### config.mk
export PLATFORM = sky130hd
export DESIGN_NAME = mult_seq_32
export DESIGN_NICKNAME = d
export VERILOG_FILES = /design/src/rtl/mult_seq_32.sv
export SDC_FILE = /design/constraint.sdc
export NUM_CORES = 1
export LEC_CHECK = 0
export BUFFER_PORTS_ARGS = -buffer_cell sky130_fd_sc_hd__buf_2
export CAP_MARGIN = 0
export CORE_ASPECT_RATIO = 2
export CORE_MARGIN = 4
export CORE_UTILIZATION = 40
export DETAILED_ROUTE_END_ITERATION = 10
export PLACE_DENSITY_LB_ADDON = 0.05
export SKIP_CTS_REPAIR_TIMING = 1
export SLEW_MARGIN = 20
export SYNTH_ARGS = -nofsm -noshare
export SYNTH_HDL_FRONTEND = slang
export SYNTH_SLANG_ARGS = --single-unit
### constraint.sdc
create_clock -name clk -period 4.6 [get_ports clk]
set_clock_uncertainty 0.15 [all_clocks]
set_input_delay 0.46 -clock clk [delete_from_list [all_inputs] [get_ports clk]]
set_output_delay 0.46 -clock clk [all_outputs]
set_load 0.005 [all_outputs]
### src/rtl/mult_seq_32.sv
`default_nettype none
// ============================================================================
// Module   : mult_seq_32
// Purpose  : Multi-cycle shift-add 32x32 multiplier (MULT/MULTU) with a
//            start/done handshake and a 64-bit product split into hi/lo words.
// Revision : 1.0  initial release
// ============================================================================
module mult_seq_32 #(
    parameter int WIDTH = 32
) (
    input  logic             clk,
    input  logic             reset,
    input  logic             start,
    input  logic             sgn,
    input  logic [WIDTH-1:0] S,
    input  logic [WIDTH-1:0] T,
    output logic             busy,
    output logic             done,
    output logic [WIDTH-1:0] prod_hi,
    output logic [WIDTH-1:0] prod_lo
);

    localparam int c_CNT_W = $clog2(WIDTH);

    typedef enum logic [1:0] {
        ST_IDLE = 2'd0,
        ST_RUN  = 2'd1,
        ST_FIN  = 2'd2
    } state_t;

    state_t               r_state;
    state_t               w_state_next;
    logic [c_CNT_W-1:0]   r_cnt;
    logic [WIDTH-1:0]     r_mcand;
    logic [2*WIDTH-1:0]   r_acc;
    logic                 r_neg;
    logic [WIDTH-1:0]     r_prod_hi;
    logic [WIDTH-1:0]     r_prod_lo;

    logic                 w_last;
    logic [WIDTH-1:0]     w_s_mag;
    logic [WIDTH-1:0]     w_t_mag;
    logic [WIDTH:0]       w_sum;
    logic [2*WIDTH-1:0]   w_acc_next;
    logic [2*WIDTH-1:0]   w_prod;

    // Unsigned magnitudes; the most negative value maps onto itself.
    assign w_s_mag = (sgn && S[WIDTH-1]) ? -S : S;
    assign w_t_mag = (sgn && T[WIDTH-1]) ? -T : T;

    // The multiplier lives in the low half of the accumulator and is consumed
    // from bit 0 while partial products shift in from above; w_sum carries
    // the extra accumulator bit.
    assign w_sum      = {1'b0, r_acc[2*WIDTH-1:WIDTH]}
                      + (r_acc[0] ? {1'b0, r_mcand} : {(WIDTH+1){1'b0}});
    assign w_acc_next = {w_sum, r_acc[WIDTH-1:1]};
    assign w_prod     = r_neg ? -w_acc_next : w_acc_next;

    assign w_last = (r_cnt == c_CNT_W'(WIDTH-1));

    always_comb begin
        w_state_next = r_state;
        case (r_state)
            ST_IDLE: if (start)  w_state_next = ST_RUN;
            ST_RUN:  if (w_last) w_state_next = ST_FIN;
            ST_FIN:              w_state_next = ST_IDLE;
            default:             w_state_next = ST_IDLE;
        endcase
    end

    always_ff @(posedge clk) begin
        if (reset) begin
            r_state   <= ST_IDLE;
            r_cnt     <= '0;
            r_mcand   <= '0;
            r_acc     <= '0;
            r_neg     <= 1'b0;
            r_prod_hi <= '0;
            r_prod_lo <= '0;
        end else begin
            r_state <= w_state_next;
            case (r_state)
                ST_IDLE: begin
                    if (start) begin
                        r_mcand <= w_s_mag;
                        r_acc   <= {{WIDTH{1'b0}}, w_t_mag};
                        r_neg   <= sgn & (S[WIDTH-1] ^ T[WIDTH-1]);
                        r_cnt   <= '0;
                    end
                end
                ST_RUN: begin
                    r_acc <= w_acc_next;
                    r_cnt <= r_cnt + c_CNT_W'(1);
                    if (w_last) begin
                        r_prod_hi <= w_prod[2*WIDTH-1:WIDTH];
                        r_prod_lo <= w_prod[WIDTH-1:0];
                    end
                end
                default: begin
                end
            endcase
        end
    end

    assign busy    = (r_state != ST_IDLE);
    assign done    = (r_state == ST_FIN);
    assign prod_hi = r_prod_hi;
    assign prod_lo = r_prod_lo;

endmodule
`default_nettype wire

==> qor.csv <==
stage,metric,value,unit
outcome,outcome,"finished, final reports clean",
timing,timing.final.crit_period,4.317,ns
power,p_comb_frac,0.166,
timing,hold_viol_final,0,
place,portBuffers,133,
grt,grt_pass1_vias,10798,
die,core,0.02744,mm2
yosys,ys_warn_count,0,
die,io_pins,134,
final_layout,fill_cells,2835,
setup_path,cp_slowest_cell,fa_1,
min_path,min_from,S[0],
die,dieHeight,243.5,um
power,swShare,0.3188,
grt,grt_pass1_wl,62630,um
power,power_density,280.6,mW/mm2
setup_path,max_stage_delay,0.49,ns
clock_network,clock_sinks,168,
yosys,synthArstFlopShare,0,
grt,antenna_found_initial,2,
yosys,synth_top_cell_by_area,dfxtp_1,
setup_path,required,4.80,ns
yosys,synth_most_common_cell,dfxtp_1,
yosys,ys_types,79,
clock_network,clockBufferDepth,2,
yosys,synth_top_family_by_area,compound AO/OA/AOI/OAI gates,
die,start_util,0.4042,
setup_path,crit_chain,buf_4 -> and2_1 -> fa_1 -> a211oi_4 -> o211ai_2 -> a211o_1 -> a21o_1 -> a32oi_1 -> nor4b_2 -> buf_4 -> or3b_1 -> buf_4 -> nor2_1 -> a211oi_1 -> o211a_1,
min_path,hold_path.class,primary input to register,
grt,grt_max_degree,90,
clock_network,cts_buffers,17,
yosys,syn_area_per_cell,7.687,um2
detailed_routing,antenna_left,0,
power,p_int,2.427,mW
timing,fmax,0.2316,GHz
setup_path,critPathCaptureType,register,
timing,post-route-period-util,0.9385,
yosys,yosys-top-cells-area,"dfxtp_1, xor2_1, a21oi_1, nor2_1, a211oi_1",
clock_network,htreeDepth,4,
clock_network,root_buffer,clkbuf_16,
yosys,ys_dominant_reg_cell,dfxtp_1,
detailed_routing,wl_per_cell,21.89,um
grt,grt_overflow_total,0,
power,power.switching,1.136,mW
detailed_routing,wl,41560,um
clock_network,cts_tree,built,
yosys,synth-adder-area-share,0.04354,
timing,slew_headroom,0.3169,
place,dpl.hpwl,32380,um
yosys,synth_xor_area_frac,0.1019,
detailed_routing,drc_errors,0,
timing,setup_tns,0,ns
timing,setup_viol,0,
die,dieArea,0.03062,mm2
yosys,synth_compound_area_frac,0.2750,
setup_path,cp-startpoint,r_acc[0],
setup_path,cp.arrival,4.52,ns
yosys,syn_inst,1443,
detailed_routing,drt-initial-drc-count,603,
yosys,synth_mux_area_frac,0.003835,
yosys,synth-simple-area-share,0.2292,
clock_network,clk_latency,0.45,ns
setup_path,worstSetupPathType,register to register,
setup_path,r2r_start,r_acc[0],
setup_path,worst-path-max-fanout,14,
final_layout,drive_above_1_share,0.1577,
die,die_x,125.8,um
setup_path,cp-start-kind,register,
die,rows,86,
detailed_routing,viasPerCell,5.756,
power,power,3.564,mW
final_layout,syn2layout_area_growth,14.51,%
power,leakagePower,4.983,nW
yosys,synth-edff-count,0,
timing,tightest_slew,1.025,ns
yosys,synth_nets,1549,
yosys,ys_seq_area_frac,0.3032,
setup_path,cp_common_cell,buf_4,
power,ir_drop,0.2593,mV
place,place_congestion,0.9508,
yosys,ys_seq_elements,168,
yosys,synthTopCellsByCount,"dfxtp_1, nor2_1, nand2_1",
grt,track_usage,0.2668,
clock_network,clkSlewWorstSetupHoldPaths,0.07,ns
final_layout,diodes,0,
yosys,synth_top_area_frac,0.3032,
timing,rsz0062_at_grt,no,
yosys,syn_area,0.01109,mm2
setup_path,crit_buf_inv,3,
final_layout,num-nets-final,1641,
power,power_frac_seq,0.440,
detailed_routing,num_vias,10931,
setup_path,crit_family,compound AO/OA/AOI/OAI gates,
timing,maxSlewViolCount,0,
detailed_routing,firstDrtPassIters,4,
power,p_clk_frac,0.393,
job,maxCapViolations,0,
[layout by cell type (no fill, tap or decap), types with 14 or more instances in the layout]
cell type  instances
buf_4             44
nand2_1          146
nor3_1            27
ha_1              37
a211oi_1          75
a22oi_1           31
clkbuf_16         17
and2_1            46
nor2_1           152
nand4_1           14
o21ai_0           64
a21oi_1          134
buf_2            132
inv_1             17
nand3_1           54
a21o_1            14
xor2_1            81
xnor2_1           48
nor4_1            14
dfxtp_1          167
or3_1             20
o31ai_1           20
[area by class of cell]
class                   count  area, um2  share of cell area
multi-input cells        1153       7282              0.5733
flip-flops and latches    168       3364              0.2649
repair buffers            176      991.0             0.07802
clock buffers              19      442.9             0.03487
well taps                 352      440.4             0.03468
clock inverters            12      108.9            0.008571
inverters                  19      71.32            0.005615
[kinds of logic after synthesis]
group                    Yosys count
AND/OR/NAND/NOR                  532
AO/OA/AOI/OAI                    450
flip-flops                       168
XOR/XNOR                         129
buffers and inverters            122
adder cells (fa/ha/maj)           38
multiplexers                       4
[through the flow]
| stage | utilization | hold WS (ns) | area (um2) | instances | setup slack, ns |
|---|---|---|---|---|---|
| CTS | 0.4624 | 0.1420 | 12690 | 1899 | 0.2212 |
| global route | 0.4629 | 0.1648 | 12700 | 1899 | 0.01022 |
| global placement | 0.4423 | 0.2872 | 12140 | 1868 | 0.2584 |
| detailed placement | 0.4423 | 0.2980 | 12140 | 1868 | 0.2367 |
| finish | 0.4629 | 0.1564 | 12700 | 1899 | 0.2830 |
| floorplan | - | 0.2773 | 11090 | 1443 | 0.6677 |
[worst reg2reg max path, stage by stage, from the launching register on]
cell and delay, ns:
dfxtp_1 0.32, buf_4 0.17, and2_1 0.19, fa_1 0.49, a211oi_4 0.31, o211ai_2 0.20
a211o_1 0.33, a21o_1 0.19, a32oi_1 0.27, nor4b_2 0.26, buf_4 0.18, or3b_1 0.47
buf_4 0.19, nor2_1 0.17, a211oi_1 0.11, o211a_1 0.23
[per-layer routing]
layer / vias up / routed length (um) / GRT usage
li1: 5423 / - / -
met1: 5141 / 13460 / 0.2351
met2: 259 / 23740 / 0.5385
met3: 104 / 1172 / 0.03620
met4: 4 / 3177 / 0.1800
met5: - / 14 / 0
[flip-flops by register name, indices dropped and copies added (netlist names)]
signal / flops
r_cnt: 5
r_mcand: 32
r_state: 2
prod_hi: 32
r_neg: 1
prod_lo: 32
r_acc: 64
[path summary, 6_finish.rpt]
path | end | slack (ns) | depth (start not counted)
worst max register to register | prod_hi[29] | 0.28 | 15
worst max-delay path | prod_hi[29] | 0.28 | 15
worst min register to register | prod_hi[1] | 0.30 | 2
worst min-delay path | r_mcand[0] | 0.16 | 3
[power by group through the flow]
stage / combinational, mW / sequential (mW) / clock [mW]
6_report: 0.592 / 1.57 / 1.40
5_1_grt: 0.648 / 1.57 / 1.48
2_1_floorplan: 0.383 / 1.57 / 0
4_1_cts: 0.597 / 1.57 / 1.44
3_3_place_gp: 0.590 / 1.60 / 0
3_5_place_dp: 0.595 / 1.60 / 0
Power figures use the tool's default switching activity.
